===== src/rtl/pc_sequencer.sv =====
// Fetch program counter with MIPS branch delay slot sequencing.
// Computes branch/jump/register-jump targets and halts on a register jump to HALT_ADDR.
module pc_sequencer #(
  parameter logic [31:0] RESET_VECTOR = 32'hBFC00000,
  parameter logic [31:0] HALT_ADDR    = 32'h00000000
) (
  input  logic        clk,
  input  logic        reset_n,
  input  logic        stall,
  input  logic        branch_taken,
  input  logic [31:0] extend_imm,
  input  logic        jump,
  input  logic [25:0] instr_index,
  input  logic        jump_reg,
  input  logic [31:0] reg_target,
  output logic [31:0] pc,
  output logic [31:0] pc_plus4,
  output logic [31:0] link_addr,
  output logic        active,
  output logic        fault
);

  typedef enum logic [1:0] {StSeq, StDelay, StHalt} state_e;

  state_e      r_state, w_state_d;
  logic [31:0] r_pc, w_pc_d;
  logic [31:0] r_target, w_target_d;
  logic        r_halt_on_target, w_halt_on_target_d;
  logic        r_fault, w_fault_d;
  logic [31:0] w_pc_plus4;

  assign w_pc_plus4 = r_pc + 32'd4;

  always_ff @(posedge clk or negedge reset_n) begin
    if (!reset_n) begin
      r_state          <= StSeq;
      r_pc             <= RESET_VECTOR;
      r_target         <= '0;
      r_halt_on_target <= 1'b0;
      r_fault          <= 1'b0;
    end else begin
      r_state          <= w_state_d;
      r_pc             <= w_pc_d;
      r_target         <= w_target_d;
      r_halt_on_target <= w_halt_on_target_d;
      r_fault          <= w_fault_d;
    end
  end

  always_comb begin
    w_state_d          = r_state;
    w_pc_d             = r_pc;
    w_target_d         = r_target;
    w_halt_on_target_d = r_halt_on_target;
    w_fault_d          = r_fault;
    if (!stall) begin
      unique case (r_state)
        StSeq: begin
          if (jump_reg) begin
            if (reg_target[1:0] != 2'b00) begin
              // Misaligned register target: stop without fetching the delay slot.
              w_fault_d = 1'b1;
              w_state_d = StHalt;
            end else begin
              w_target_d         = reg_target;
              w_halt_on_target_d = (reg_target == HALT_ADDR);
              w_pc_d             = w_pc_plus4;
              w_state_d          = StDelay;
            end
          end else if (jump) begin
            w_target_d         = {w_pc_plus4[31:28], instr_index, 2'b00};
            w_halt_on_target_d = 1'b0;
            w_pc_d             = w_pc_plus4;
            w_state_d          = StDelay;
          end else if (branch_taken) begin
            w_target_d         = w_pc_plus4 + (extend_imm << 2);
            w_halt_on_target_d = 1'b0;
            w_pc_d             = w_pc_plus4;
            w_state_d          = StDelay;
          end else begin
            w_pc_d = w_pc_plus4;
          end
        end
        StDelay: begin
          w_pc_d    = r_target;
          w_state_d = r_halt_on_target ? StHalt : StSeq;
        end
        StHalt: begin
          w_state_d = StHalt;
        end
        default: begin
          w_state_d = StHalt;
        end
      endcase
    end
  end

  always_comb begin
    pc        = r_pc;
    pc_plus4  = w_pc_plus4;
    link_addr = r_pc + 32'd8;
    active    = (r_state != StHalt);
    fault     = r_fault;
  end

endmodule


===== config.mk =====
export PLATFORM = sky130hd
export DESIGN_NAME = pc_sequencer
export DESIGN_NICKNAME = d
export VERILOG_FILES = /design/src/rtl/pc_sequencer.sv
export SDC_FILE = /design/constraint.sdc
export NUM_CORES = 1
export LEC_CHECK = 0
export BUFFER_PORTS_ARGS = -buffer_cell sky130_fd_sc_hd__buf_2
export CAP_MARGIN = 20
export CORE_MARGIN = 4
export CORE_UTILIZATION = 48
export CTS_CLUSTER_DIAMETER = 50
export DETAILED_ROUTE_END_ITERATION = 7
export PLACE_DENSITY = 0.78
export SLEW_MARGIN = 15
export SYNTH_ARGS = -nofsm -noshare
export SYNTH_HDL_FRONTEND = slang
export SYNTH_SLANG_ARGS = --single-unit

===== constraint.sdc =====
create_clock -name clk -period 3.8 [get_ports clk]
set_clock_uncertainty 0.15 [all_clocks]
set_input_delay 1.14 -clock clk [delete_from_list [all_inputs] [get_ports clk]]
set_output_delay 1.14 -clock clk [all_outputs]
set_load 0.02 [all_outputs]

-- After elaboration in Yosys (flattened, before gate mapping)
Cells that the tools add are included.
- $add $sub $neg: 3
- equal/unequal tests: 5
- mux-type cells: 17
- bitwise operators: 1
- reductions and logical operators: 9
- operators by type and width (kind ; number):
    32-bit two-way mux ; 6
    32-bit case mux with 2 select lines ; 1
    32-bit by 3-bit adder with 32-bit output, second input constant ; 1
    32-bit adder ; 1
    32-bit by 4-bit adder with 32-bit output, second input constant ; 1
    32-bit zero test ; 1
    2-bit two-way mux ; 5
    4-bit AND reduction ; 2
    1-bit two-way mux ; 4
    2-bit != test, second input constant ; 2
    4-bit != test, second input constant ; 1
    2-bit case mux with 2 select lines ; 1
    2-bit nonzero test ; 2
    3-bit != test, second input constant ; 1
    3-bit AND reduction ; 1
    3-bit nonzero test ; 1
    2-bit by 1-bit == test with 1-bit output, second input constant ; 1
    2-bit zero test ; 1
    2-bit AND reduction ; 1
    1-bit inverter ; 1
- flip-flop bits (word level): 68
- input bits: 96
- word-level logic and storage cells: 40

-- Logic depth before layout (Yosys ltp)
Gate-level depths: netlist (run 1).
- word-level depth: 5
- mapped depth: 18

-- Worst setup path after synthesis (run 1)
Ideal clock, no wire load.
- path type: register to register
- start: reg r_pc[4] (netlist: pc[4])
- end: reg r_target[31]
- data arrival time: 4.260 ns
- data required time: 3.518 ns
- setup slack: -0.742 ns
- stages on the path, launching flop included: 18
- buffers on the path: 2
- path through: dfrtp_1 > ha_1 > clkbuf_1 > nand4_1 > nor4_4 > and2_1 > buf_2 > nand4_1 > xnor2_1 > ha_1 > nand4_4 > nor4_4 > a22o_1 > a21oi_1 > a211o_1 > a211o_1 > nand4_1 > or3b_1
- word-level cells in the longest chain between the ends: 5
- RTL lines (element ; line ; RTL):
    from (decl) ; 26 ; logic [31:0] r_pc, w_pc_d;
    from (signal assigned) ; 43 ; r_pc <= w_pc_d;
    32-bit by 3-bit adder with 32-bit output ; 32 ; assign w_pc_plus4 = r_pc + 32'd4;
    via pc_plus4[21] ; 17 ; output logic [31:0] pc_plus4,
    32-bit adder ; 76 ; w_target_d = w_pc_plus4 + (extend_imm << 2);
    32-bit two-way mux ; 75 ; end else if (branch_taken) begin
    32-bit two-way mux ; 70 ; end else if (jump) begin
    32-bit two-way mux ; 59 ; if (jump_reg) begin
    to (signal assigned) ; 44 ; r_target <= w_target_d;
    to (decl) ; 27 ; logic [31:0] r_target, w_target_d;
The timed path passes the listed nets, and every way through them passes these cells. The select of a mux whose other input is x is not followed.
A chain may end at the register's enable or synchronous reset.

-- Worst setup path after layout (run 1)
- start: reg r_pc[3] (netlist: pc[3])
- end: out pc_plus4[28]
- word-level cells in the longest chain between the ends: 1
- RTL lines (element ; line):
    32-bit by 3-bit adder with 32-bit output ; 32
    to (decl) ; 17
Every way passes these cells.

==> results_dict.tcl, run 1 <==
set metrics [dict create \
    status "finished clean" \
    grt_use_total 0.2960 \
    cp_data_required_time_ps 2510 \
    io_buffers 191 \
    ys_seq_elements 68 \
    drive_gt1_frac 0.3891 \
    pin_count 194 \
    period_needed_ps 3797 \
    grt_antenna_before_repair 0 \
    grt_pass1_vias 6575 \
    async_reset_ff_frac 1.000 \
    clk_pin_slew_ps 60 \
    cts_root_buf "clkbuf_16" \
    cts_hold_buffers 0 \
    slowest_delay_ps 390 \
    rows 41 \
    hold_viol_final 0 \
    grt-ovfl-total 0 \
    drc 0 \
    num_vias 7197 \
    cp.arrival_ps 2510 \
    diodes 0 \
    coreArea_mm2 0.01277 \
    nNetsFinal 1211 \
    h-tree-depth 3 \
    slew_violations 0 \
    clk_latency_ps 340 \
    ys_warn_count 0 \
    grt_use_met1 0.4496 \
    worstMarginPinSlew_ps 802.7 \
    critPathMostFrequentCell "buf_6" \
    yosys.area.top_type "dfrtp_1" \
    ys_seq_area_frac 0.2699 \
    hp-class "reg2reg" \
    p_per_area_mw_per_mm2 711.5 \
    maxSlewHeadroom 0.4649 \
    ys.flop_type "dfrtp_1" \
    clockBufferDepth 2 \
    leakagePower_uw 0.004465 \
    crit_path_max_fanout 7 \
    drtPass1Iterations 5 \
    post-route-period-util 0.9993 \
    yosys-top-cells-count "121 x nand2_1, 69 x o21ai_0, 59 x dfrtp_1, 59 x nor2_1, 50 x a21oi_1" \
    holdWs_ps 313.3 \
    dp_hpwl_mm 17.86 \
    slowest_stage "dfrtp_2" \
    use_met2 0.4458 \
    synth.most_common_cell "nand2_1" \
    wire_per_inst_um 18.42 \
    clock.fmax_mhz 263.3 \
    start_util 0.4968 \
    grt_pass1_wl_mm 34.64 \
    syn_nets 939 \
    path_class "reg2out" \
    critPathLaunchType "flop" \
    gp_congestion 0.9440 \
    crit_path_end_kind "primary output" \
    grt_max_degree 55 \
    worstPathCellList "buf_6, ha_4, and3_4, nand3_4, or2_4, buf_6, nor3_4, xor2_2, buf_4, buf_6" \
    vdd_drop_max_mv 0.3034 \
    grt_busiest_layer "met1" \
    cts_tree "yes" \
    drt-initial-drc-count 498 \
    use_met3 0.03202 \
    die_y_um 123.0 \
    numCtsBuffers 9 \
    syn_inst 805 \
    finalSetupViolCount 0 \
    synth_top_cell_area_share 0.2326 \
    synthTopCellsByArea "dfrtp_1 23%, ha_1 7.3%, nand2_1 7.2%" \
    synth.cell_area_mm2 0.006346 \
    clock-sinks 68 \
    die_area_mm2 0.01512 \
    wirelength_mm 23.10 \
    synth_area_per_cell_um2 7.883 \
    cap_violations 0 \
    rsz0062_at_grt "yes" \
    synth-edff-count 0 \
    dieWidth_um 123.0 \
    fin_setup_tns_ps 0 \
    ys_types 70 \
    syn_to_final_growth_pct 41.72 \
    ant_nets 0 \
    viasPerCell 5.739 \
]
area by class of cell:
class / instances / area [µm²]
multi-input cells: 667 / 4713
inverters: 12 / 45.04
well taps: 172 / 215.2
repair buffers: 319 / 1951
flip-flops and latches: 68 / 1718
clock inverters: 4 / 95.09
fillers: 1019 / 3780
clock buffers: 12 / 256.5
where the power goes:
group	switching, µW	internal [µW]
registers	333	1040
clock network	321	676
logic	2290	1750
state kept, by name (all words and copies together), names as in the netlist:
name	cells
pc	32
r_target	32
r_state	2
fault	1
r_halt_on_target	1
critical path, delay by kind of cell, from the launching register on:
kind,cells,cell delay (ps)
xor gates and xnor gates,1,240
adders and majority gates,1,140
buffers and inverters,4,550
DFF,1,390
and+or+nand+nor,4,850
through the flow:
| step | cell area (µm²) | worst slack (ps) | utilization | power, µW | std cells |
|---|---|---|---|---|---|
| final | 8994 | 2.719 | 0.7041 | 6399 | 1254 |
| after CTS | 8675 | -21.13 | 0.6791 | 6132 | 1245 |
| after global routing | 8994 | -60.12 | 0.7041 | 6768 | 1254 |
| after floorplan | 6526 | -184.0 | - | 3665 | 805 |
| after global placement | 8223 | -30.93 | 0.6437 | 5024 | 1223 |
| after detailed placement | 8223 | -90.05 | 0.6437 | 5076 | 1223 |
logic make-up (layout without fill, tap and decap cells):
group / after synthesis / in the layout / share of synthesized area
flops: 68 / 68 / 0.2699
fa+ha+maj: 38 / 38 / 0.07610
mux: 22 / 22 / 0.03509
simple gates: 295 / 295 / 0.2258
xor+xnor: 75 / 75 / 0.1035
compound gates: 237 / 237 / 0.2329
buf+inv: 70 / 347 / 0.05678
final timing paths:
kind,from,end,slack [ps],depth (start not counted)
max in group asynchronous,reset_n,pc[2],2140,2
hold reg to reg,fault,fault,310,1
setup reg to reg,pc[3],r_target[31],100,16
min in group asynchronous,reset_n,r_target[9],580,1
setup / recovery,pc[3],pc_plus4[28],3,10
hold / removal,fault,fault,310,1
placed cells by master, fill, tap and decap left out, types with 4 or more instances in the layout:
master and n:
buf_2 188, buf_4 125, nand2_1 118, o21ai_0 68, dfrtp_1 55, nor2_1 54, a21oi_1 48, xnor2_1 36
nand3_1 34, ha_1 24, xor2_1 22, mux2i_1 20, a21o_1 17, nand4_1 16, nor3_1 15, o21ai_1 15
o211ai_1 13, inv_1 11, ha_4 10, xnor2_2 9, clkbuf_16 9, dfstp_2 9, a211oi_1 7, a22oi_1 7
a31oi_1 7, nor4_1 7, and3_1 6, o22ai_1 6, xor2_2 5, a211o_1 5, o21bai_1 5, o21a_1 5
buf_6 5, and2_1 4, o211a_1 4, a21oi_2 4, dfrtp_2 4
layer usage:
layer | up-vias | routed length, µm
met3 | 36 | 1955
met1 | 3381 | 10370
li1 | 3435 | -
met5 | - | 0
met2 | 345 | 10310
met4 | 0 | 467
timing repair:
item / CTS / global route
pin swaps: 7 / 12
gates cloned: 0 / 0
endpoints found under the setup margin: 9 / 15
gates resized for setup: 13 / 50
buffers inserted: 6 / 10
hold endpoints to repair: 0 / 0
Note: power is estimated with default switching activity, not from simulation.
==> run 2: changes to the inputs <==
--- a/config.mk
+++ b/config.mk
@@ -11,7 +11,7 @@
 export CORE_UTILIZATION = 48
 export CTS_CLUSTER_DIAMETER = 50
 export DETAILED_ROUTE_END_ITERATION = 7
-export PLACE_DENSITY = 0.78
+export PLACE_DENSITY = 0.87
 export SLEW_MARGIN = 15
 export SYNTH_ARGS = -nofsm -noshare
 export SYNTH_HDL_FRONTEND = slang
==> run 2 against run 1 <==
The flow now finishes with violations (negative setup slack). Via count increased by 2.8%. Global-route usage increased by 0.43 points. Wire length increased by 2.5%. Combinational power decreased by 2%. Core utilization decreased by 1.9 points. Sequential power about the same. Maximum frequency decreased by 1.3%. First-iteration DRC count increased by 35%. Sequential share of layout area increased by 0.53 points. Final area decreased by 2.7%.
==> results_dict.tcl, run 2 (synthesized netlist as in run 1, its figures left out) <==
set metrics [dict create \
    hp-class "reg2reg" \
    clockBufferDepth 2 \
    die_y_um 123.0 \
    worstMarginPinSlew_ps 696.9 \
    violations "negative setup slack" \
    critical-path-top-delay-family "simple AND/OR/NAND/NOR gates" \
    gp_congestion 0.9480 \
    clock-sinks 68 \
    ant_nets 0 \
    crit_start "pc[3]" \
    drt-initial-drc-count 670 \
    swShare 0.4792 \
    maxSlewHeadroom 0.5344 \
    cp.arrival_ps 3920 \
    diodes 0 \
    r2r-end "r_target[31]" \
    die_area_mm2 0.01512 \
    worstPathCellList "buf_4, ha_1, and3_4, nand3_4, nor2_1, nand3_1, xnor2_2, ha_4, nand4_4, nor4_4, a22o_1, a21oi_2, a211o_1, a211o_1, nand4_1, or3b_1" \
    nNetsFinal 1197 \
    cts_root_buf "clkbuf_16" \
    dp_hpwl_mm 18.08 \
    clkPwrFrac 0.141 \
    comb_power_share 0.638 \
    numCtsBuffers 9 \
    grt_antenna_before_repair 0 \
    post-route-period-util 1.013 \
    slowest_stage "dfrtp_2" \
    final_cell_mix "190 x buf_2, 120 x nand2_1, 113 x buf_4" \
    status "complete, but fails checks" \
    critPathMostFrequentCell "a211o_1" \
    rsz0062_at_grt "yes" \
    slowest_delay_ps 380 \
    final_common_cell "buf_2" \
    clock.fmax_mhz 259.8 \
    cts_tree "yes" \
    dp.cells 1214 \
    coreArea_mm2 0.01277 \
    dieWidth_um 123.0 \
    postLayoutCellArea_mm2 0.008750 \
    drc 0 \
    io_buffers 191 \
    grt_pass1_vias 6878 \
    p_per_area_mw_per_mm2 706.8 \
    h-tree-depth 3 \
    period_needed_ps 3849 \
    pin_count 194 \
    syn_to_final_growth_pct 37.87 \
    path_class "reg2reg" \
    leakagePower_uw 0.004369 \
    fill_cells 1036 \
    slew_violations 0 \
    finalSetupViolCount 1 \
    crit_path_max_fanout 6 \
    crit_path_end_kind "flop" \
    min_from "fault" \
    clk_pin_slew_ps 60 \
    cp-endpoint "r_target[31]" \
    rows 41 \
    clk_latency_ps 340 \
    layout_setup_ws_ps -49.23 \
    cp_data_required_time_ps 3870 \
    viasPerCell 5.968 \
    vdd_drop_max_mv 0.3395 \
    place_area_mm2 0.008153 \
    num_vias 7400 \
    hold_viol_final 0 \
    drtPass1Iterations 5 \
    wire_per_inst_um 19.10 \
    grt-ovfl-total 0 \
    grt_max_degree 53 \
    grt_pass1_wl_mm 35.36 \
    power_frac_seq 0.221 \
    worst-path-buf-inv 1 \
    start_util 0.4968 \
    critPathLaunchType "flop" \
    drive_gt1_frac 0.3755 \
    power.internal_uw 3220 \
    grt_use_total 0.3004 \
    finalNonFillerCells 1240 \
    p_switching_uw 2963 \
    cap_violations 0 \
    r2r_start "pc[3]" \
    reg2reg_slack_ps -50 \
    wirelength_mm 23.69 \
    r2r_cells 16 \
    cp.depth 16 \
]
## run 2: cell count changes in the layout (fill, tap and decap cells not counted), moves of 3 or more
cell | before | now
buf_4 | 125 | 113
ha_1 | 24 | 28
buf_6 | 5 | 2
ha_4 | 10 | 7
## run 2: repair_timing
item / in CTS / in global routing
setup endpoints to repair: 10 / 16
buffers inserted: 2 / 8
pin swaps: 5 / 7
hold buffers: 0 / 0
hold endpoints to repair: 0 / 0
gates resized for setup: 8 / 34
## run 2: cell type report
| type | instances | area, µm² | share of cell area |
|---|---|---|---|
| multi-input cells | 667 | 4639 | 0.5302 |
| well taps | 172 | 215.2 | 0.02460 |
| clock buffers | 10 | 239.0 | 0.02731 |
| clock inverters | 6 | 71.32 | 0.008151 |
| repair buffers | 305 | 1822 | 0.2082 |
| inverters | 12 | 45.04 | 0.005148 |
| flip-flops and latches | 68 | 1718 | 0.1963 |
## run 2: worst register-to-register path: cells and delay by family (launching register included)
family                   cells  cell delay [ps]
buffers and inverters        1              150
XOR/XNOR                     1              190
AND/OR/NAND/NOR              8             1510
adder cells (fa/ha/maj)      2              490
flip-flops                   1              380
AO/OA/AOI/OAI                4              860
## run 2: worst min path at each step
stage                             endpoint  slack [ps]  cells after the start
after floorplan           r_halt_on_target         290                      2
after global placement               fault         290                      1
after detailed placement             fault         300                      1
after CTS                            fault         320                      1
after global routing                 fault         330                      1
final                                fault         320                      1
## run 2: layer usage
layer  global-route usage  share of wire  wire length [µm]
met5                    0              0                 0
met2               0.4599           0.45             10650
met1               0.4200           0.40              9441
met3              0.06359           0.12              2916
met4               0.1093          0.029               680
## run 2: power by group through the flow
stage	clock (µW)	combinational, µW	sequential [µW]
2_1_floorplan	0	2250	1420
3_3_place_gp	0	3640	1340
3_5_place_dp	0	3720	1350
4_1_cts	871	3780	1340
5_1_grt	900	4270	1390
6_report	870	3950	1370
## run 2: metrics by stage
step | utilization | hold slack, ps | total power, µW | setup WS (ps) | setup TNS, ps
finish | 0.6850 | 320.9 | 6184 | -49.23 | -49.23
global route | 0.6850 | 332.3 | 6559 | -216.2 | -999.9
CTS | 0.6666 | 319.2 | 5993 | 2.188 | 0
detailed placement | 0.6383 | 297.0 | 5064 | -145.6 | -501.8
global placement | 0.6383 | 289.8 | 4976 | -46.86 | -66.49
floorplan | - | 293.5 | 3665 | -184.0 | -445.3
